[src/rtl/Dilithium_pkg.sv]
// Shared ML-DSA constants and types for the hint unpacker.
// Holds the default (K, OMEGA) set, the hint matrix type and the unpacker FSM encoding.
package Dilithium_pkg;

  localparam int k        = 4;
  localparam int omega    = 80;
  localparam int poly_len = 256;

  typedef logic [0:k-1][0:poly_len-1] hint_mat_t;

  typedef enum logic [2:0] {
    S_IDLE,
    S_LOAD,
    S_CHKCNT,
    S_DECODE,
    S_ZCHK,
    S_DONE,
    S_ERR
  } hbu_state_e;

endpackage

[src/rtl/hint_bit_unpack_buf.sv]
// Byte store for one hint field: a single write port and two asynchronous read ports.
// Addresses past the end read back as zero, so an idx-1 underflow is harmless.
module hint_byte_buf #(
  parameter int DEPTH = 84,
  parameter int AW    = $clog2(DEPTH)
) (
  input  logic          clk,
  input  logic          reset_n,
  input  logic          i_we,
  input  logic [AW-1:0] i_waddr,
  input  logic [7:0]    i_wdata,
  input  logic [AW-1:0] i_raddr_a,
  input  logic [AW-1:0] i_raddr_b,
  output logic [7:0]    o_rdata_a,
  output logic [7:0]    o_rdata_b
);

  localparam logic [AW-1:0] LAST_ADDR = AW'(DEPTH - 1);

  logic [7:0] r_mem [DEPTH];

  always_ff @(posedge clk or negedge reset_n) begin
    if (!reset_n) begin
      for (int n = 0; n < DEPTH; n++) begin
        r_mem[n] <= '0;
      end
    end else if (i_we && (i_waddr <= LAST_ADDR)) begin
      r_mem[i_waddr] <= i_wdata;
    end
  end

  assign o_rdata_a = (i_raddr_a <= LAST_ADDR) ? r_mem[i_raddr_a] : 8'h00;
  assign o_rdata_b = (i_raddr_b <= LAST_ADDR) ? r_mem[i_raddr_b] : 8'h00;

endmodule

[src/rtl/hint_bit_unpack.sv]
// ML-DSA HintBitUnpack: buffers the OMEGA+K hint bytes, validates them one check per cycle
// and rebuilds the K x POLY_LEN hint matrix, or reports the signature as malformed.
module hint_bit_unpack
  import Dilithium_pkg::*;
#(
  parameter int K        = k,
  parameter int OMEGA    = omega,
  parameter int POLY_LEN = poly_len
) (
  input  logic                        clk,
  input  logic                        reset_n,
  input  logic                        start,
  input  logic                        in_valid,
  input  logic [7:0]                  in_byte,
  output logic                        in_ready,
  output logic [0:K-1][0:POLY_LEN-1]  h,
  output logic                        h_valid,
  output logic                        done,
  output logic                        err
);

  localparam int DEPTH = OMEGA + K;
  localparam int AW    = $clog2(DEPTH);
  localparam int IDXW  = $clog2(OMEGA + 1);
  localparam int IW    = (K > 1) ? $clog2(K) : 1;

  localparam logic [AW-1:0]   LAST_ADDR  = AW'(DEPTH - 1);
  localparam logic [AW-1:0]   CNT_BASE   = AW'(OMEGA);
  localparam logic [IDXW-1:0] OMEGA_IDX  = IDXW'(OMEGA);
  localparam logic [IDXW-1:0] LAST_IDX   = IDXW'(OMEGA - 1);
  localparam logic [7:0]      OMEGA_BYTE = 8'(OMEGA);
  localparam logic [IW-1:0]   LAST_POLY  = IW'(K - 1);

  hbu_state_e                 r_state;
  logic [AW-1:0]              r_byte_cnt;
  logic [IW-1:0]              r_i;
  logic [IDXW-1:0]            r_idx;
  logic [IDXW-1:0]            r_first;
  logic [IDXW-1:0]            r_c;
  logic [0:K-1][0:POLY_LEN-1] r_h;
  logic                       r_in_ready;
  logic                       r_h_valid;
  logic                       r_done;
  logic                       r_err;

  logic                       w_accept;
  logic [AW-1:0]              w_raddr_a;
  logic [AW-1:0]              w_raddr_b;
  logic [7:0]                 w_rd_a;
  logic [7:0]                 w_rd_b;
  logic                       w_cnt_bad;
  logic [IDXW-1:0]            w_cnt_idx;
  logic                       w_order_bad;
  logic [IDXW-1:0]            w_idx_next;
  logic                       w_last_poly;
  hbu_state_e                 w_poly_next;

  // Port A doubles as the count-byte reader while a polynomial's count is checked.
  assign w_accept    = r_in_ready & in_valid;
  assign w_raddr_a   = (r_state == S_CHKCNT) ? (CNT_BASE + AW'(r_i)) : AW'(r_idx);
  assign w_raddr_b   = AW'(r_idx) - AW'(1);
  assign w_cnt_bad   = (w_rd_a > OMEGA_BYTE) || (w_rd_a < 8'(r_idx));
  assign w_cnt_idx   = IDXW'(w_rd_a);
  assign w_order_bad = (r_idx > r_first) && (w_rd_b >= w_rd_a);
  assign w_idx_next  = (r_state == S_DECODE) ? (r_idx + IDXW'(1)) : r_idx;
  assign w_last_poly = (r_i == LAST_POLY);
  assign w_poly_next = !w_last_poly               ? S_CHKCNT :
                       (w_idx_next == OMEGA_IDX)  ? S_DONE   : S_ZCHK;

  hint_byte_buf #(
    .DEPTH (DEPTH),
    .AW    (AW)
  ) u_buf (
    .clk       (clk),
    .reset_n   (reset_n),
    .i_we      (w_accept),
    .i_waddr   (r_byte_cnt),
    .i_wdata   (in_byte),
    .i_raddr_a (w_raddr_a),
    .i_raddr_b (w_raddr_b),
    .o_rdata_a (w_rd_a),
    .o_rdata_b (w_rd_b)
  );

  always_ff @(posedge clk or negedge reset_n) begin
    if (!reset_n) begin
      r_state    <= S_IDLE;
      r_byte_cnt <= '0;
      r_i        <= '0;
      r_idx      <= '0;
      r_first    <= '0;
      r_c        <= '0;
      r_h        <= '0;
      r_in_ready <= 1'b0;
      r_h_valid  <= 1'b0;
      r_done     <= 1'b0;
      r_err      <= 1'b0;
    end else begin
      r_done <= 1'b0;
      r_err  <= 1'b0;
      unique case (r_state)
        S_IDLE: begin
          if (start) begin
            r_state    <= S_LOAD;
            r_h        <= '0;
            r_h_valid  <= 1'b0;
            r_byte_cnt <= '0;
            r_in_ready <= 1'b1;
          end
        end
        S_LOAD: begin
          if (w_accept) begin
            r_byte_cnt <= r_byte_cnt + AW'(1);
            if (r_byte_cnt == LAST_ADDR) begin
              r_state    <= S_CHKCNT;
              r_in_ready <= 1'b0;
              r_i        <= '0;
              r_idx      <= '0;
            end
          end
        end
        S_CHKCNT: begin
          if (w_cnt_bad) begin
            r_state <= S_ERR;
            r_done  <= 1'b1;
            r_err   <= 1'b1;
            r_h     <= '0;
          end else begin
            r_first <= r_idx;
            r_c     <= w_cnt_idx;
            if (r_idx < w_cnt_idx) begin
              r_state <= S_DECODE;
            end else begin
              r_state <= w_poly_next;
              r_done  <= (w_poly_next == S_DONE);
              if (!w_last_poly) r_i <= r_i + IW'(1);
            end
          end
        end
        S_DECODE: begin
          // Indices must strictly increase, but only within the current polynomial.
          if (w_order_bad) begin
            r_state <= S_ERR;
            r_done  <= 1'b1;
            r_err   <= 1'b1;
            r_h     <= '0;
          end else begin
            r_h[r_i][w_rd_a] <= 1'b1;
            r_idx            <= w_idx_next;
            if (w_idx_next == r_c) begin
              r_state <= w_poly_next;
              r_done  <= (w_poly_next == S_DONE);
              if (!w_last_poly) r_i <= r_i + IW'(1);
            end
          end
        end
        S_ZCHK: begin
          if (w_rd_a != 8'h00) begin
            r_state <= S_ERR;
            r_done  <= 1'b1;
            r_err   <= 1'b1;
            r_h     <= '0;
          end else begin
            r_idx <= r_idx + IDXW'(1);
            if (r_idx == LAST_IDX) begin
              r_state <= S_DONE;
              r_done  <= 1'b1;
            end
          end
        end
        S_DONE: begin
          r_h_valid <= 1'b1;
          r_state   <= S_IDLE;
        end
        S_ERR: begin
          r_state <= S_IDLE;
        end
        default: begin
          r_state <= S_IDLE;
        end
      endcase
    end
  end

  assign in_ready = r_in_ready;
  assign h        = r_h;
  assign h_valid  = r_h_valid;
  assign done     = r_done;
  assign err      = r_err;

endmodule
[config.mk]
export PLATFORM = sky130hd
export DESIGN_NAME = hint_bit_unpack
export DESIGN_NICKNAME = d
export VERILOG_FILES = /design/src/rtl/Dilithium_pkg.sv /design/src/rtl/hint_bit_unpack_buf.sv /design/src/rtl/hint_bit_unpack.sv
export SDC_FILE = /design/constraint.sdc
export NUM_CORES = 2
export LEC_CHECK = 0
export BUFFER_PORTS_ARGS = -buffer_cell sky130_fd_sc_hd__buf_2
export CAP_MARGIN = 10
export CELL_PAD_IN_SITES_DETAIL_PLACEMENT = 1
export CELL_PAD_IN_SITES_GLOBAL_PLACEMENT = 2
export CORE_AREA = 2 2 458 460
export DETAILED_ROUTE_END_ITERATION = 10
export DIE_AREA = 0 0 460 462
export GPL_TIMING_DRIVEN = 0
export PLACE_DENSITY = 0.88
export SYNTH_ARGS = -nofsm -noshare
export SYNTH_HDL_FRONTEND = slang
export SYNTH_SLANG_ARGS = --single-unit
[constraint.sdc]
create_clock -name clk -period 8.9 [get_ports clk]
set_input_delay 1.78 -clock clk [delete_from_list [all_inputs] [get_ports clk]]
set_output_delay 1.78 -clock clk [all_outputs]
set_load 0.02 [all_outputs]
# ---- Word level (Yosys, flattened, before mapping)
# Index checks and enable logic that the tools add are counted.
dict set report totals {
  inputBits 12
  out_inout_bits 1028
  romBits 0
  word_cells 238
  mem_bits_rw 0
  ff_bits 1733
  latch_bits 0
  memories 0
}
dict set report classes {
  reduce_logical 21
  n_mul 0
  eq_ne 23
  div 0
  mux 67
  order_cmp 16
  shifts 0
  n_bitwise 8
  add_sub_neg 5
}
# operator n
set op_table {}
lappend op_table {{1024-bit two-way mux} 4}
lappend op_table {{1024-bit one-hot mux with 4 select lines} 1}
lappend op_table {{1024-bit OR} 1}
lappend op_table {{672-bit bitwise mux} 1}
lappend op_table {{256-bit demux with 2-bit select} 1}
lappend op_table {{256-bit two-way mux} 1}
lappend op_table {{8-bit binary-select mux with 7-bit select} 2}
lappend op_table {{8-bit demux with 7-bit select} 1}
lappend op_table {{7-bit two-way mux} 8}
lappend op_table {{8-bit two-way mux} 7}
lappend op_table {{3-bit two-way mux} 10}
lappend op_table {{8-bit greater-or-equal comparator (second input constant)} 3}
lappend op_table {{7-bit NOT with 8-bit output} 3}
lappend op_table {{7-bit equality test (second input constant)} 3}
lappend op_table {{7-bit less-or-equal comparator (second input constant)} 3}
lappend op_table {{7-bit one-hot mux with 3 select lines} 1}
lappend op_table {{2-bit != test (second input constant)} 8}
lappend op_table {{1-bit two-way mux} 15}
lappend op_table {{3-bit one-hot mux with 5 select lines} 1}
lappend op_table {{7-bit by 1-bit adder with 7-bit output (second input constant)} 2}
lappend op_table {{2-bit two-way mux} 7}
lappend op_table {{7-bit one-hot mux with 2 select lines} 1}
lappend op_table {{5-bit AND reduction} 2}
lappend op_table {{3-bit equality test (second input constant)} 3}
lappend op_table {{39 further kinds} 51}

# ---- Logic depth before layout (Yosys ltp)
dict set report logic_depth {
  depth_word 17
  mapped_depth 31
  depth_no_buf 23
}

# ---- By module
# Synthesis repeated with hierarchy kept, for this count alone.
dict set report hier_totals {
  hier_cells 6266
  hier_area_um2 76719.8
}
# module seq_area_each_um2 instances area_per_inst_um2 cells_each
set by_module_without_submodules {}
lappend by_module_without_submodules {hint_bit_unpack 26550.5 1 40841.7 3970}
lappend by_module_without_submodules {hint_byte_buf 16816.1 1 35878.2 2296}

# ---- Worst setup path after synthesis
# OpenSTA, ideal clock, no wires.
dict set report synth_timing {
  path_kind {reg2reg}
  startpoint {register r_idx[0]}
  endpoint {register r_h, in the netlist h[732]}
  slack_ns 2.695
  path_stages_with_launch 30
  required_time_ns 8.828
  setup_time_ns 0.072
  arrival_ns 6.133
  path_cell_list {dfrtp_1 -> buf_2 -> buf_4 -> buf_2 -> buf_2 -> buf_2 -> buf_2 -> buf_2 -> buf_2 -> buf_1 -> mux4_2 -> mux2i_1 -> nand2_1 -> a32oi_1 -> o22ai_1 -> ha_1 -> a21o_1 -> a21o_1 -> a21o_1 -> a21oi_1 -> o21ai_0 -> and2_1 -> nor2_1 -> a31oi_1 -> and3_1 -> buf_6 -> buf_6 -> buf_8 -> buf_12 -> nor2_2}
}
dict set report synth_between {
  elab_chain_len 16
  elab_cells_between_ends 35
  classes_between {1 x add/sub; 8 x order compare; 2 x eq/ne; 15 x mux; 4 x bitwise; 5 x reduce/logical}
}
# element line
set synth_lines {}
lappend synth_lines {{start: declaration} hint_bit_unpack.sv:37} ;# logic [IDXW-1:0] r_idx;
lappend synth_lines {{start signal: assignment} hint_bit_unpack.sv:149} ;# r_idx <= w_idx_next;
lappend synth_lines {{start signal: assignment} hint_bit_unpack.sv:164} ;# r_idx <= r_idx + IDXW'(1);
lappend synth_lines {{7-bit two-way mux} hint_bit_unpack.sv:60} ;# assign w_raddr_a = (r_state == S_CHKCNT) ? (CNT_BASE + AW'(r_i)) : AW'(r_idx);
lappend synth_lines {{7-bit NOT with 8-bit output (implied by the code)} hint_bit_unpack_buf.sv:32} ;# assign o_rdata_a = (i_raddr_a <= LAST_ADDR) ? r_mem[i_raddr_a] : 8'h00;
lappend synth_lines {{8-bit binary-select mux with 7-bit select} hint_bit_unpack_buf.sv:32}
lappend synth_lines {{8-bit two-way mux (implied by the code) (2 in a row)} hint_bit_unpack_buf.sv:32}
lappend synth_lines {{8-bit two-way mux} hint_bit_unpack_buf.sv:32}
lappend synth_lines {{8-bit NOT with 9-bit output (implied by the code)} hint_bit_unpack.sv:148} ;# r_h[r_i][w_rd_a] <= 1'b1;
lappend synth_lines {{9-bit greater-or-equal comparator (implied by the code) or 9-bit by 1-bit < comparator with 1-bit output (tied branches)} hint_bit_unpack.sv:148}
lappend synth_lines {{1-bit logical AND (implied by the code)} hint_bit_unpack.sv:148}
lappend synth_lines {{1-bit two-way mux (implied by the code)} hint_bit_unpack.sv:148}
lappend synth_lines {{1-bit demux with 8-bit select} hint_bit_unpack.sv:148}
lappend synth_lines {{256-bit two-way mux (implied by the code)} hint_bit_unpack.sv:148}
lappend synth_lines {{256-bit demux with 2-bit select} hint_bit_unpack.sv:148}
lappend synth_lines {{1024-bit OR (no source line)} n/a}
lappend synth_lines {{1024-bit two-way mux} hint_bit_unpack.sv:142} ;# if (w_order_bad) begin
lappend synth_lines {{1024-bit one-hot mux with 4 select lines} hint_bit_unpack.sv:101} ;# unique case (r_state)
lappend synth_lines {{end signal: assignment} hint_bit_unpack.sv:105} ;# r_h <= '0;
lappend synth_lines {{end signal: assignment} hint_bit_unpack.sv:146} ;# r_h <= '0;
lappend synth_lines {{end signal: indexed assignment} hint_bit_unpack.sv:148}
lappend synth_lines {{end: declaration} hint_bit_unpack.sv:40} ;# logic [0:K-1][0:POLY_LEN-1] r_h;
# Parallel ways exist; a longest one is shown, timed or not. The select of a mux whose other input is x is not followed.
# A chain may end at the register's enable or synchronous reset.

# ---- Worst setup path after layout
dict set report layout_timing {
  startpoint {register r_idx[4]}
  endpoint {register r_h, in the netlist h[494]}
}
dict set report layout_between {
  elab_chain_len 16
  elab_cells_between_ends 35
  classes_between {1 x add/sub; 8 x order compare; 2 x eq/ne; 15 x mux; 4 x bitwise; 5 x reduce/logical}
}
# element line
set layout_lines {}
lappend layout_lines {{7-bit two-way mux *} hint_bit_unpack.sv:60}
lappend layout_lines {{7-bit NOT with 8-bit output (implied by the code)} hint_bit_unpack_buf.sv:32}
lappend layout_lines {{8-bit binary-select mux with 7-bit select} hint_bit_unpack_buf.sv:32}
lappend layout_lines {{8-bit two-way mux (implied by the code) (2 in a row)} hint_bit_unpack_buf.sv:32}
lappend layout_lines {{8-bit two-way mux *} hint_bit_unpack_buf.sv:32}
lappend layout_lines {{named net u_buf.o_rdata_a[5]} hint_bit_unpack_buf.sv:14} ;# output logic [7:0] o_rdata_a,
lappend layout_lines {{8-bit NOT with 9-bit output (implied by the code)} hint_bit_unpack.sv:148}
lappend layout_lines {{9-bit greater-or-equal comparator (implied by the code) or 9-bit by 1-bit < comparator with 1-bit output (tied branches)} hint_bit_unpack.sv:148}
lappend layout_lines {{1-bit logical AND (implied by the code)} hint_bit_unpack.sv:148}
lappend layout_lines {{1-bit two-way mux (implied by the code)} hint_bit_unpack.sv:148}
lappend layout_lines {{1-bit demux with 8-bit select} hint_bit_unpack.sv:148}
lappend layout_lines {{256-bit two-way mux (implied by the code)} hint_bit_unpack.sv:148}
lappend layout_lines {{256-bit demux with 2-bit select} hint_bit_unpack.sv:148}
lappend layout_lines {{1024-bit OR (no source line)} n/a}
lappend layout_lines {{1024-bit two-way mux} hint_bit_unpack.sv:142}
lappend layout_lines {{1024-bit one-hot mux with 4 select lines} hint_bit_unpack.sv:101}
# Mark *: on every way through the listed nets, which the timed path passes. The rest lies on a longest branch. The select of a mux whose other input is x is not followed.

==> impl_results.md <==
- CTS Buf Count: 191
- Req. time, crit path: 9710 ps
- Row count: 168
- CP Class: register to register
- Met1 Use GR: 50.6%
- Unrepaired setup endpoints after global routing: no
- Primary FF master, synth: dfrtp_1
- NetSw: 19100 uW
- PortBufs: 1031
- CTS tree: done
- Initial DRC count: 8857
- Reg clk slew, reported paths: 60 ps
- Starting density of the core: 37.6%
- First-pass GRT wire length: 614000 um
- Placer Congestion: 1.06
- Setup_tns: -23410 ps
- Max-slew violation count: 0
- Dpl hpwl: 347000 um
- Min-Delay Path Class: register to register
- Layout filler cell count: 22.6k
- Final Util: 46.0%
- Cell area power density: 375 nW/um^2
- Mapped Cells: 6948
- Die ar.: 213000 um^2
- CTS sink count: 1733
- Synth async-reset ratio: 100%
- Bufs on Longest Clock Path: 3
- Register share of total power: 23.3%
- Slew @ Worst Pin: 1480 ps
- Max Cap Viol: 0
- Clk Latency, worst-skew pair: 910 ps
- Antenna violations before repair: 42
- Die H: 462 um
- Detail Route Antenna Nets: 0
- Min cycle time layout: 9110 ps
- WL per Instance: 41.4 um
- Register bit total from synthesis: 1733
- Clock root buffer: clkbuf_16
- Via count: 70.8k
- Highest clock rate: 110 MHz
- Total wire length: 461000 um
- Width of the die: 460 um
- Setup Viol. Count Final: 373
- Post-CTS Hold Buffers: 0
- Synth cell types: 96
- Core area: 208000 um^2
- Syn nets: 6996
- Vias in the first global route: 70.5k
- Crit end category: register
- Hold Fails Final Rpt: 0
- Nets: 8301
- Internal: 16800 uW
- DR vias/cell: 6.34
- Outcome: complete, but fails checks
- DR pass1 iterations: 6
- GR Overflow Total: 0
- Syn_area_per_cell: 11.3 um^2
- Sequential fraction of the synthesis area: 55.4%
- Clock Skew: 69.6 ps
- Met3 Use GR: 16.0%
- Critical path fanouts, max: 10
- Largest net degree at the start of global routing: 164
- Logic pwr share: 52.3%
- # IOs: 1040
- Met2 Track Usage GR: 61.6%
- Most frequent cells in the layout: 1733 x dfrtp_1, 1191 x buf_2, 1087 x nor2_1
- Layout cells sized above 1: 33.3%
- Minimum hold slack: 488 ps
- CTS H-tree lvls: 4
- Synth warnings: 0
- Max_slew headroom: 1.26%
- Most common cell after layout, fill and taps aside: dfrtp_1
- Number of synthesized flops with an enable pin: 0
- Syn-to-layout area delta: 22.1%
- Failing checks: negative setup slack
- Worst VDD drop: 0.000393 V
- WP data arrival: 9920 ps
- Switching part of the total: 53.3%
- Pleak: 0.0467 uW
- Cell Area, Synth: 78300 um^2
- Type of origin of the critical path: register
- Clock power frac: 24.3%
- Busiest layer in global routing: met2
- DR DRC count: 0
- Gr usage total: 42.4%
- Final WS setup: -209 ps
- Tcrit/Tclk final: 102%
-- power groups by stage --
stage	Clock (uW)	Sequential [uW]	Combinational [uW]
floorplan	0	8550	7570
finish	8720	8370	18800
CTS	8730	8360	17800
detailed placement	0	8500	17600
global placement	0	8500	16900
global route	9030	8380	18600
-- synthesized netlist by cell type (24+ instances only) --
cell	number	share of area (%)
nor3_1	41	0.26
ha_1	36	0.58
and2_1	31	0.25
nand4_1	27	0.22
dfrtp_1	1733	55
o22ai_1	27	0.22
mux2_2	685	9.8
a31oi_1	440	3.5
a211oi_1	42	0.40
inv_1	30	0.14
o21ai_0	56	0.36
a21oi_1	714	4.6
nand3_1	105	0.67
mux2i_1	163	2.1
mux4_2	185	5.3
clkbuf_1	384	1.8
buf_2	173	1.1
nor2_4	87	1.3
a32oi_1	29	0.32
nor2b_1	25	0.20
nand2_1	454	2.2
o221ai_1	24	0.27
nor2_1	1090	5.2
-- stage by stage --
step                      setup WS [ps]  cell area [um^2]  instances  total power (uW)
final                              -209             95700      11200             35800
after CTS                          5.45             95400      11100             34900
after global routing               34.0             95600      11100             36000
after detailed placement          -3300             88400      10800             26100
after global placement           -32630             86900      10700             25400
after floorplan                    2690             78300       6948             16100
-- cells by family after synthesis --
group           share of synthesized area [%]
xor+xnor                                0.246
buf+inv                                  3.90
compound gates                           11.0
mux                                      17.3
flops                                    55.4
fa+ha+maj                               0.575
simple gates                             11.7
-- area by class of cell --
type                            count  area, um^2  share of cell area, %
Tap cell                         2720        3400                   3.56
Buffer                            619        3100                   3.24
Sequential cell                  1733       43400                   45.3
Timing Repair Buffer             1118        6600                   6.90
Antenna cell                       15        37.5                 0.0392
Multi-Input combinational cell   4551       32200                   33.7
Inverter                           39         146                  0.153
Clock buffer                      263        5440                   5.69
Clock inverter                     94        1330                   1.39
-- critical path: stages, from the launching register on --
cell and delay (ps):
dfrtp_1 490, clkbuf_1 760, nand2_1 570, nor2_2 600
clkdlybuf4s15_1 870, o221ai_1 430, nor3_1 780, nor4_2 250
a31oi_2 600, o21ba_2 270, inv_2 80, buf_4 210
ha_1 340, and3_1 230, a211oi_1 210, o21ai_1 130
and3_1 340, and3b_1 380, buf_2 370, clkbuf_1 680
a31oi_1 210, nor2_1 150
-- per-layer routing --
metal / part of all wire, % / wire (um)
met1: 36 / 167000
met4: 9.4 / 43300
met5: 0.073 / 335
met3: 12 / 54300
met2: 43 / 196000
-- registers in the layout, summed over array words and instances (netlist names) --
name and cells:
h 1024, u_buf.r_mem 672, r_byte_cnt 7, r_c 7, r_first 7, r_idx 7, r_state 3, r_i 2
done 1, err 1, h_valid 1, in_ready 1
-- final timing paths --
kind | from | end | slack, ps | depth (start not counted)
min | r_first[5] | r_first[5] | 490 | 2
min reg2reg | r_first[5] | r_first[5] | 490 | 2
max | r_idx[4] | h[494] | -210 | 21
min in group asynchronous | reset_n | h[90] | 810 | 1
max in group asynchronous | reset_n | h[795] | 5020 | 5
max reg2reg | r_idx[4] | h[494] | -210 | 21
-- timing repair --
item,in CTS,in global routing
endpoints found under the hold margin,0,0
resized for setup,101,29
pin swaps,0,0
setup endpoints to repair,1052,795
buffers inserted,0,3
No activity file was read; power rests on OpenSTA's default activity.
